**src/rtl/cpu_mu0_param.sv**
```systemverilog
// MU0 accumulator CPU; optional MUL opcode enabled by macro CPU_MU0_MUL_EN.
// Latency: LDA/ADD/SUB(/MUL) 3 cycles, other ops 2 cycles, STP halts until rst.
// Backpressure: waitrequest freezes all state and bus outputs while a read/write is pending.
module cpu_mu0_param #(
    parameter int DATA_WIDTH = 16,
    parameter int ADDR_WIDTH = 12
) (
    input  logic                  clk,
    input  logic                  rst,
    output logic                  running,
    output logic [ADDR_WIDTH-1:0] address,
    output logic                  read,
    output logic                  write,
    output logic [DATA_WIDTH-1:0] writedata,
    input  logic [DATA_WIDTH-1:0] readdata,
    input  logic                  waitrequest,
    output logic                  out_valid,
    output logic [DATA_WIDTH-1:0] out_data
);

    typedef enum logic [1:0] {FETCH, EXEC, DATA, HALTED} state_t;

    localparam logic [3:0] OP_LDA = 4'd0;
    localparam logic [3:0] OP_STO = 4'd1;
    localparam logic [3:0] OP_ADD = 4'd2;
    localparam logic [3:0] OP_SUB = 4'd3;
    localparam logic [3:0] OP_JMP = 4'd4;
    localparam logic [3:0] OP_JGE = 4'd5;
    localparam logic [3:0] OP_JNE = 4'd6;
    localparam logic [3:0] OP_STP = 4'd7;
    localparam logic [3:0] OP_OUT = 4'd8;
`ifdef CPU_MU0_MUL_EN
    localparam logic [3:0] OP_MUL = 4'd9;
`endif

    localparam logic [ADDR_WIDTH-1:0] PC_ONE = {{(ADDR_WIDTH-1){1'b0}}, 1'b1};

    state_t                  state;
    logic [ADDR_WIDTH-1:0]   pc;
    logic [DATA_WIDTH-1:0]   acc;
    logic [DATA_WIDTH-1:0]   ir;
    logic                    ir_ld;
    logic [DATA_WIDTH-1:0]   instr;
    logic [3:0]              opcode;
    logic [3:0]              ir_op;
    logic [ADDR_WIDTH-1:0]   operand;
    logic                    mem_rd_op;
    logic                    stall;

    // The instruction is only on readdata in the first EXEC cycle; a stalled EXEC replays it from ir.
    assign instr     = ir_ld ? ir : readdata;
    assign opcode    = instr[DATA_WIDTH-1 -: 4];
    assign operand   = instr[ADDR_WIDTH-1:0];
    assign ir_op     = ir[DATA_WIDTH-1 -: 4];
    assign writedata = acc;

    always_comb begin
        mem_rd_op = (opcode == OP_LDA) || (opcode == OP_ADD) || (opcode == OP_SUB);
`ifdef CPU_MU0_MUL_EN
        if (opcode == OP_MUL) begin
            mem_rd_op = 1'b1;
        end
`endif
    end

    always_comb begin
        address = pc;
        read    = 1'b0;
        write   = 1'b0;
        case (state)
            FETCH: read = 1'b1;
            EXEC: begin
                if (mem_rd_op) begin
                    address = operand;
                    read    = 1'b1;
                end else if (opcode == OP_STO) begin
                    address = operand;
                    write   = 1'b1;
                end
            end
            default: ;
        endcase
    end

    assign stall = waitrequest & (read | write);

    always_ff @(posedge clk) begin
        if (rst) begin
            state     <= FETCH;
            pc        <= '0;
            acc       <= '0;
            ir        <= '0;
            ir_ld     <= 1'b0;
            running   <= 1'b1;
            out_valid <= 1'b0;
            out_data  <= '0;
        end else begin
            out_valid <= 1'b0;
            case (state)
                FETCH: begin
                    if (!stall) begin
                        state <= EXEC;
                    end
                end
                EXEC: begin
                    ir    <= instr;
                    ir_ld <= stall;
                    if (!stall) begin
                        state <= FETCH;
                        if (mem_rd_op) begin
                            state <= DATA;
                        end else begin
                            case (opcode)
                                OP_STO: pc <= pc + PC_ONE;
                                OP_JMP: pc <= operand;
                                OP_JGE: pc <= acc[DATA_WIDTH-1] ? pc + PC_ONE : operand;
                                OP_JNE: pc <= (acc != '0) ? operand : pc + PC_ONE;
                                OP_STP: begin
                                    state   <= HALTED;
                                    running <= 1'b0;
                                end
                                OP_OUT: begin
                                    out_valid <= 1'b1;
                                    out_data  <= acc;
                                    pc        <= pc + PC_ONE;
                                end
                                default: pc <= pc + PC_ONE;
                            endcase
                        end
                    end
                end
                DATA: begin
                    case (ir_op)
                        OP_LDA: acc <= readdata;
                        OP_ADD: acc <= acc + readdata;
                        OP_SUB: acc <= acc - readdata;
`ifdef CPU_MU0_MUL_EN
                        OP_MUL: acc <= acc * readdata;
`endif
                        default: acc <= acc;
                    endcase
                    pc    <= pc + PC_ONE;
                    state <= FETCH;
                end
                default: state <= HALTED;
            endcase
        end
    end

endmodule
```
**config.mk**
```make
export PLATFORM = sky130hd
export DESIGN_NAME = cpu_mu0_param
export DESIGN_NICKNAME = d
export VERILOG_FILES = /design/src/rtl/cpu_mu0_param.sv
export SDC_FILE = /design/constraint.sdc
export NUM_CORES = 1
export LEC_CHECK = 0
export ABC_AREA = 1
export ABC_CLOCK_PERIOD_IN_PS = 7700
export BUFFER_PORTS_ARGS = -buffer_cell sky130_fd_sc_hd__buf_2
export CAP_MARGIN = 20
export CORE_MARGIN = 10
export CORE_UTILIZATION = 64
export CTS_BUF_LIST = sky130_fd_sc_hd__clkbuf_8
export DETAILED_ROUTE_END_ITERATION = 7
export PLACE_DENSITY = 0.88
export SKIP_CTS_REPAIR_TIMING = 1
export SLEW_MARGIN = 20
export SYNTH_ARGS = -nofsm -noshare
export SYNTH_HDL_FRONTEND = slang
export SYNTH_SLANG_ARGS = --single-unit
```
**constraint.sdc**
```tcl
create_clock -name clk -period 7.7 [get_ports clk]
set_input_delay 2.31 -clock clk [delete_from_list [all_inputs] [get_ports clk]]
set_output_delay 2.31 -clock clk [all_outputs]
set_load 0.005 [all_outputs]
```
Word level (Yosys, flattened, before mapping)
Index checks and enable logic that the tools add are counted.
W data, S select, Z words.
{"block": "totals", "regBits": 65, "latch_bits": 0, "ram_bits": 0, "mem_bits_ro": 0, "out_inout_bits": 48, "n_memories": 0}
{"block": "op_classes", "n_addsub": 3, "mul": 0, "n_div": 0, "order_cmp": 0, "n_eq_ne": 16, "shift": 0, "mux": 22, "n_bitwise": 5, "reduce_logical": 14}
{"cell": "$mux W12", "n": 7}
{"cell": "$pmux W12 S4", "n": 1}
{"cell": "$pmux W16 S3", "n": 1}
{"cell": "$pmux W12 S2", "n": 1}
{"cell": "$add A16 B16 Y16", "n": 1}
{"cell": "$eq A4 B2 Y1 const B", "n": 4}
{"cell": "$eq A4 B3 Y1 const B", "n": 4}
{"cell": "$mux W16", "n": 1}
{"cell": "$reduce_bool A16 Y1", "n": 1}
{"cell": "$sub A16 B16 Y16", "n": 1}
{"cell": "$add A12 B1 Y12 const B", "n": 1}
{"cell": "$reduce_and A4 Y1", "n": 3}
{"cell": "$logic_not A4 Y1", "n": 2}
{"cell": "$mux W2", "n": 4}
{"cell": "$ne A2 B2 Y1 const B", "n": 4}
{"cell": "$pmux W2 S3", "n": 1}
{"cell": "$mux W1", "n": 5}
{"cell": "$eq A4 B1 Y1 const B", "n": 1}
{"cell": "$eq A4 B4 Y1 const B", "n": 1}
{"cell": "$reduce_and A2 Y1", "n": 2}
{"cell": "$reduce_or A4 Y1", "n": 1}
{"cell": "$not A1 Y1", "n": 3}
{"cell": "$reduce_bool A3 Y1", "n": 1}
{"cell": "$eq A2 B1 Y1 const B", "n": 1}
{"cell": "other kinds (7)", "n": 8}

Logic depth before layout (Yosys ltp)
Gate-level depths: netlist (run 1).
{"block": "depth", "ltp_word": 10, "depth_mapped": 21, "mapped_depth_nobuf": 20}

Worst setup path before layout (run 1)
Ideal clock, no wire load.
{"block": "synth_path", "path_type": "input to output", "from": "input readdata[14]", "to": "output address[10]", "t_arrival_ns": 3.176, "required_time_ns": 5.390, "slack_ns": 2.214, "stages": 6, "path_cell_list": "o21ai_2 -> nand2_4 -> nor2_8 -> clkbuf_1 -> nand2_1 -> o21ai_0"}
{"block": "synth_between", "elab_chain_len": 6, "word_cells_on_any_way": 10, "cone_classes": "eq/ne (3); mux (4); reduce/logical (3)"}
{"element": "start: declaration", "line_no": "15", "text": "input logic [DATA_WIDTH-1:0] readdata,"}
{"element": "$mux W16 (*)", "line_no": "51", "text": "assign instr = ir_ld ? ir : readdata;"}
{"element": "$eq A4 B2 Y1 / $logic_not A4 Y1 (equally long branches)", "line_no": "58", "text": "mem_rd_op = (opcode == OP_LDA) || (opcode == OP_ADD) || (opcode == OP_SUB);"}
{"element": "$logic_or A1 B1 Y1 (2 in a row)", "line_no": "58"}
{"element": "$mux W12 (*)", "line_no": "73", "text": "if (mem_rd_op) begin"}
{"element": "$mux W12 (*)", "line_no": "70", "text": "case (state)"}
{"element": "end: declaration", "line_no": "11", "text": "output logic [ADDR_WIDTH-1:0] address,"}
Every way passes the cells marked *; elsewhere a longest branch is shown, timed or not.

Worst setup path after layout (run 1)
{"block": "layout_path", "from": "input readdata[15]", "to": "output read"}
{"block": "layout_between", "elab_chain_len": 6, "word_cells_on_any_way": 8, "cone_classes": "eq/ne (2); mux (3); reduce/logical (3)"}
{"element": "$mux W16 (*)", "line_no": "51"}
{"element": "$eq A4 B2 Y1 / $logic_not A4 Y1 (equally long branches)", "line_no": "58"}
{"element": "$logic_or A1 B1 Y1", "line_no": "58"}
{"element": "$logic_or A1 B1 Y1 (*)", "line_no": "58"}
{"element": "$mux W1 (*)", "line_no": "73"}
{"element": "$pmux W1 S2 (*)", "line_no": "70"}
{"element": "end: declaration", "line_no": "12", "text": "output logic read,"}
Marked as above.

==> impl_results.md, run 1 <==
* Nets at 820
* Clk pwr share at 0.336
* DIE WIDTH at about 100 um
* Dominant cell type by area after synthesis: dfxtp_1
* Crit path capture type: output pin
* Synth Cell Area at 4512 um2
* Pint at ~0.00055 W
* Reg-to-reg slack, setup at 3.66 ns
* Detailed Route WL at around 13 mm
* Area grow syn2layout at 11.76%
* Outcome: completed
* Vias in the first global route at around 4,500
* Site Rows at 30
* Register area share after synthesis at 0.2884
* RePlAce Congestion at roughly 0.95
* DP HPWL at between 9 and 10 mm
* Flop pwr share at 0.447
* Worst Hold Depth at 2
* Worst skew pair latency at roughly 0.36 ns
* Net Count, Synth at roughly 770
* Combinational fraction of design power at 0.217
* Root Driver: clkbuf_8
* Reg clk slew, reported paths at about 0.060 ns
* Max cap viols at 0
* Synth warn at 0
* Fin cells at ~880
* Post-synth cell types at 34
* FF-to-FF path depth at 17
* Antenna violations before repair at 0
* Buf/Inv on CP at 4
* Routed length per placed instance at around 15 um
* Hold Crit Start: out_data[9]$_SDFFE_PP0P_
* Required @ worst endpoint at 5.39 ns
* Mapped Cells at between 700 and 800
* Iteration-0 DRC Markers at about 480
* Largest net degree at the start of global routing at 50
* Top-area cell type share of the netlist area at 0.2884
* Layout cell share with drive strength beyond 1 at 0.1398
* Highest net fanout along the worst path at 26
* CTS tree: yes
* CTS Buf Count at 9
* CP max stage cell: nor2_8
* Net Sw Frac at 0.3277
* Net Sw Power at roughly 0.00027 W
* Global-route wire length before repair at about 21 mm
* Crit-path leading delay family: simple AND/OR/NAND/NOR gates
* Vias per cell at approximately 5.6
* Crit path kind: input port to output pin
* I/O pins at 67
* Placed insts at 868
* Most frequent cells in the layout: nand2_1, nor2_1, inv_1
* Slew Viols, Final at 0
* Max VDD drop at between 0.00009 and 0.0001 V
* Fin Hold WS at roughly 0.48 ns
* Crit path arrival time at approximately 3.4 ns
* R2R Path End: writedata[15]$_SDFFE_PP0P_
* R2R Path Start: ir[15]$_SDFFE_PP0P_
* Min cycle time layout at 5.731 ns
* Starting Density at 0.6604
* DRT antenna net count at 0
* DRC Markers at 0
* Hold Violations, Final at 0
* Clock buffer depth at 2
* Die area at roughly 11,000 um2
* Total negative setup slack at 0 ns
* Placeable Area at ~6800 um2
* Pwr Density at 162.4 nW/um2
* Max Freq at around 170 MHz
* Max incr delay on CP at between 0.2 and 0.3 ns
* HP Class: flip-flop to flip-flop
* Crit start category: input port
* Worst clock skew at around 0.0079 ns
* Top cells by area, synth: dfxtp_1, nand2_1, o21ai_0, nor2_1, inv_1
* WHS Endpoint: out_data[9]$_SDFFE_PP0P_
* Slew @ Worst Pin at around 1.1 ns
* Total grt overflow at 0
* Sink Count at 65
* Vias at roughly 5,000
* Unrepaired setup endpoints after global routing: no
* Setup violations, final at 0
* Syn Area/Cell at slightly above 6 um2
* CTS H-tree depth at 3
* CP cell instances: buf_2 -> inv_1 -> o21ai_2 -> inv_2 -> nand2_4 -> nor2_8 -> nand2_4 -> o21ai_0 -> buf_2
* Gr usage total at 0.2321
* Most common cell after layout, fill and taps aside: nand2_1
* Lkg Pwr at between 2 and 3 nW
* Die height at between 100 and 150 um
* Tcrit/Tclk final at 0.7443
* Port bufs at 66
* 1st-pass router iterations at 7
* Antenna cells at 0
* Seq cells post-synth at 65
* Relative slew margins at 0.2760
-- synth_stat cells, drive strengths merged --
| cell type | number |
|---|---|
| a211oi | 1 |
| a21oi | 64 |
| a221oi | 3 |
| and2 | 1 |
| buf | 4 |
| clkbuf | 21 |
| dfxtp | 65 |
| fa | 1 |
| ha | 17 |
| inv | 90 |
| nand2 | 187 |
| nand3 | 45 |
| nand3b | 1 |
| nand4 | 4 |
| nor2 | 102 |
| nor3 | 5 |
| o21a | 1 |
| o21ai | 94 |
| o21bai | 2 |
| o22ai | 1 |
| o31ai | 2 |
| or2 | 1 |
| xnor2 | 1 |
| xor2 | 16 |
-- power by group through the flow --
stage / logic (W) / registers [W] / clock network [W]
finish: 0.000178 / 0.000366 / 0.000276
global route: 0.000200 / 0.000367 / 0.000290
CTS: 0.000175 / 0.000365 / 0.000275
detailed placement: 0.000173 / 0.000373 / 0
global placement: 0.000167 / 0.000372 / 0
floorplan: 0.000129 / 0.000369 / 0
-- stage by stage --
| step | utilization | power (W) | cell area [um2] | worst slack (ns) |
|---|---|---|---|---|
| 6_report | 0.7381 | 0.0008190 | 5042 | 1.969 |
| 5_1_grt | 0.7381 | 0.0008575 | 5042 | 1.823 |
| 4_1_cts | 0.7381 | 0.0008146 | 5042 | 1.971 |
| 3_5_place_dp | 0.7115 | 0.0005454 | 4861 | 1.978 |
| 3_3_place_gp | 0.7115 | 0.0005388 | 4861 | 2.018 |
| 2_1_floorplan | - | 0.0004980 | 4512 | 2.214 |
-- layer usage --
metal | track usage | wire length, um | vias to the layer above | share of wire
li1 | - | - | 2458 | -
met1 | 0.2902 | 5337 | 2210 | 0.41
met2 | 0.3802 | 6023 | 224 | 0.46
met3 | 0.05328 | 1342 | 35 | 0.10
met4 | 0.08250 | 352 | 0 | 0.027
met5 | 0 | 0 | - | 0
-- logic make-up (layout without fill, tap and decap cells) --
| kind of cell | after synthesis | in the layout | synth area share |
|---|---|---|---|
| compound gates | 168 | 168 | 0.2049 |
| xor+xnor | 17 | 17 | 0.03300 |
| fa+ha+maj | 18 | 18 | 0.05158 |
| buf+inv | 115 | 173 | 0.1007 |
| flops | 65 | 65 | 0.2884 |
| simple gates | 346 | 346 | 0.3214 |
-- layout make-up --
type	instances	area, um2
Tap cell	96	120.1
Clock inverter	3	16.27
Clock buffer	12	165.2
Sequential cell	65	1301
Fill cell	591	1789
Inverter	90	337.8
Timing Repair Buffer	68	345.3
Multi-Input combinational cell	549	2756
-- registers in the layout (all words and copies together), names as in the netlist --
name,cells
out_data,16
state,2
out_valid,1
running,1
writedata,16
ir_ld,1
ir,16
pc,12
-- how the worst max path moves through the flow --
stage,cells after the start,endpoint,slack (ns),from
CTS,9,read,1.97,readdata[15]
global placement,9,read,2.02,readdata[15]
floorplan,6,address[10],2.21,readdata[14]
detailed placement,9,read,1.98,readdata[15]
global route,9,read,1.82,readdata[15]
finish,9,read,1.97,readdata[15]
-- worst min-delay path: stages (launching register included) --
cell	delay, ns
dfxtp_1	0.32
nor2_1	0.04
nor2_1	0.08
(Power assumes the default switching activity.)
==> inputs of run 2 (changes only) <==
--- a/config.mk
+++ b/config.mk
@@ -5,15 +5,15 @@
 export SDC_FILE = /design/constraint.sdc
 export NUM_CORES = 1
 export LEC_CHECK = 0
-export ABC_AREA = 1
-export ABC_CLOCK_PERIOD_IN_PS = 7700
+export ABC_AREA = 0
+export ABC_CLOCK_PERIOD_IN_PS = 5300
 export BUFFER_PORTS_ARGS = -buffer_cell sky130_fd_sc_hd__buf_2
 export CAP_MARGIN = 20
 export CORE_MARGIN = 10
-export CORE_UTILIZATION = 64
+export CORE_UTILIZATION = 59
 export CTS_BUF_LIST = sky130_fd_sc_hd__clkbuf_8
 export DETAILED_ROUTE_END_ITERATION = 7
-export PLACE_DENSITY = 0.88
+export PLACE_DENSITY = 0.83
 export SKIP_CTS_REPAIR_TIMING = 1
 export SLEW_MARGIN = 20
 export SYNTH_ARGS = -nofsm -noshare
==> constraint.sdc (replaced) <==
create_clock -name clk -period 5.3 [get_ports clk]
set_input_delay 1.59 -clock clk [delete_from_list [all_inputs] [get_ports clk]]
set_output_delay 1.59 -clock clk [all_outputs]
set_load 0.005 [all_outputs]
==> impl_results.md, run 2 <==
* Outcome: completed
* Port bufs at 66
* Vias at 4,275
* Combinational fraction of design power at 0.196
* Ys flop type: dfxtp_1
* Top cells by instance count after synthesis: nor2_1, dfxtp_1, nand2_1
* Placed cell area at around 4600 um2
* Root Driver: clkbuf_8
* Global-route wire length before repair at roughly 20 mm
* HP Class: flip-flop to flip-flop
* Mapped Cells at between 500 and 600
* Detailed Route WL at about 12 mm
* Flop pwr share at 0.449
* PnR worst setup slack at between 0.5 and 0.6 ns
* I/O pins at 67
* 1st-pass router iterations at 5
* Dominant cell type by area after synthesis: dfxtp_1
* Pre-CTS WS at approximately 0.28 ns
* Unrepaired setup endpoints after global routing: no
* Top cells by area, synth: dfxtp_1, mux2i_1, nor2_1, ha_1, nand2_1
* Reg clk slew, reported paths at roughly 0.07 ns
* Pint at 0.0008174 W
* Starting Density at 0.6168
* Net Count, Synth at roughly 580
* Hold Violations, Final at 0
* Crit start category: input port
* Max cap viols at 0
* CTS H-tree depth at 3
* Slew Viols, Final at 0
* FF-to-FF path depth at 13
* Sink Count at 65
* RePlAce Congestion at around 0.93
* Crit path kind: input port to flip-flop
* Fin cells at just under 700
* CTS Buf Count at 9
* Design area at between 4000 and 5000 um2
* DRT antenna net count at 0
* Vias in the first global route at between 3,000 and 4,000
* Iteration-0 DRC Markers at around 310
* Seq. cell area at 1301 um2
* Reg-to-reg slack, setup at between 1 and 1.5 ns
* Gr usage total at 0.2128
* Min cycle time layout at 4.734 ns
* Site Rows at 30
* Post-layout util at 0.6951
* Total negative setup slack at 0 ns
* Vias per cell at around 6.1
* Area of the multi-input gates at between 2000 and 3000 um2
* Relative slew margins at 0.3887
* Max VDD drop at 0.0001348 V
* Layout cell share with drive strength beyond 1 at 0.1633
* Net Sw Frac at 0.3030
* CTS tree: yes
* # fillers at between 600 and 700
* Clk pwr share at 0.355
* Total grt overflow at 0
* Slew @ Worst Pin at 0.9169 ns
* Register area share after synthesis at 0.3054
* Net Sw Power at roughly 0.00036 W
* Max Freq at around 210 MHz
* DRC Markers at 0
* Clock buffer depth at 2
* Highest net fanout along the worst path at 5
* Seq cells post-synth at between 60 and 70
* DIE WIDTH at around 100 um
* Synth warn at 0
* Most common cell after layout, fill and taps aside: nor2_1
* Antenna violations before repair at 0
* DP HPWL at just under 9 mm
* Pwr Density at roughly 240 nW/um2
* Tcrit/Tclk final at 0.8931
* Syn Area/Cell at roughly 7.8 um2
* Die height at approximately 100 um
* Required @ worst endpoint at about 5.5 ns
* Placeable Area at between 6000 and 7000 um2
* Antenna cells at 0
* Largest net degree at the start of global routing at 66
* Post-synth cell types at 61
* Routed length per placed instance at 17.52 um
* Top-area cell type share of the netlist area at 0.3054
* Worst clock skew at approximately 0.0072 ns
* Nets at between 600 and 700
* Lkg Pwr at 2.063 nW
* Area grow syn2layout at 12.69%
* Synth Cell Area at between 4000 and 5000 um2
* Placed insts at approximately 700
* Worst Hold Depth at 2
* Setup violations, final at 0
* Die area at ~11,000 um2
* Async set-reset flop share out of synthesis at 0
* Crit path arrival time at between 4 and 5 ns
* Most frequent cells in the layout: nor2_1, buf_2, dfxtp_1
* Worst skew pair latency at approximately 0.35 ns
* Count leader, synth: nor2_1
* Post-synth EDFFs at 0
* Crit path capture type: flip-flop
[run 2: power groups by stage]
stage / registers [W] / clock network, W / logic (W)
final: 0.000527 / 0.000416 / 0.000230
after global routing: 0.000529 / 0.000436 / 0.000255
after detailed placement: 0.000537 / 0 / 0.000224
after global placement: 0.000535 / 0 / 0.000217
after CTS: 0.000526 / 0.000416 / 0.000226
after floorplan: 0.000531 / 0 / 0.000166
[run 2: cell families after synthesis]
group	count (synthesis)	synth area share
AND/OR/NAND/NOR	212	0.2370
AO/OA/AOI/OAI	143	0.2203
flip-flops	65	0.3054
buffers and inverters	48	0.04816
multiplexers	38	0.09134
XOR/XNOR	21	0.04317
adder cells (fa/ha/maj)	18	0.05462
[run 2: metrics by stage]
step	total power (W)	hold slack [ns]
floorplan	0.0006963	0.4534
finish	0.001173	0.4631
detailed placement	0.0007603	0.4572
global route	0.001221	0.5094
global placement	0.0007526	0.4521
CTS	0.001168	0.4669
[run 2: worst max-delay path: stages]
cell and delay (ns):
buf_2 0.14, or3_1 0.40, or3b_2 0.51, o31ai_1 0.26, xor2_1 0.13, ha_1 0.37
nand2_1 0.08, o21ai_0 0.26, nor3_1 0.09, a211o_1 0.37, o31a_1 0.36, nand2_1 0.09
mux2i_1 0.18, a41oi_1 0.11
[run 2: final cells by class]
cell class / count / share of cell area
multi-input combinational: 432 / 0.5747
tap: 96 / 0.02502
clock buffer: 10 / 0.02867
inverter: 15 / 0.01173
timing repair buffer: 72 / 0.07819
clock inverter: 6 / 0.01069
sequential: 65 / 0.2710
[run 2: worst paths after layout]
| path | from | endpoint |
|---|---|---|
| max | readdata[5] | writedata[15]$_SDFFE_PP0P_ |
| max reg2reg | ir[13]$_SDFFE_PP0P_ | writedata[14]$_SDFFE_PP0P_ |
| min | running$_SDFFE_PP1P_ | running$_SDFFE_PP1P_ |
| min reg2reg | running$_SDFFE_PP1P_ | running$_SDFFE_PP1P_ |
[run 2: layer usage]
layer | global-route usage | vias to the layer above | share of wire
met5 | 0 | - | 0
met4 | 0.08431 | 0 | 0.022
met3 | 0.04607 | 27 | 0.081
met2 | 0.3261 | 180 | 0.45
met1 | 0.2831 | 2005 | 0.45
li1 | - | 2063 | -
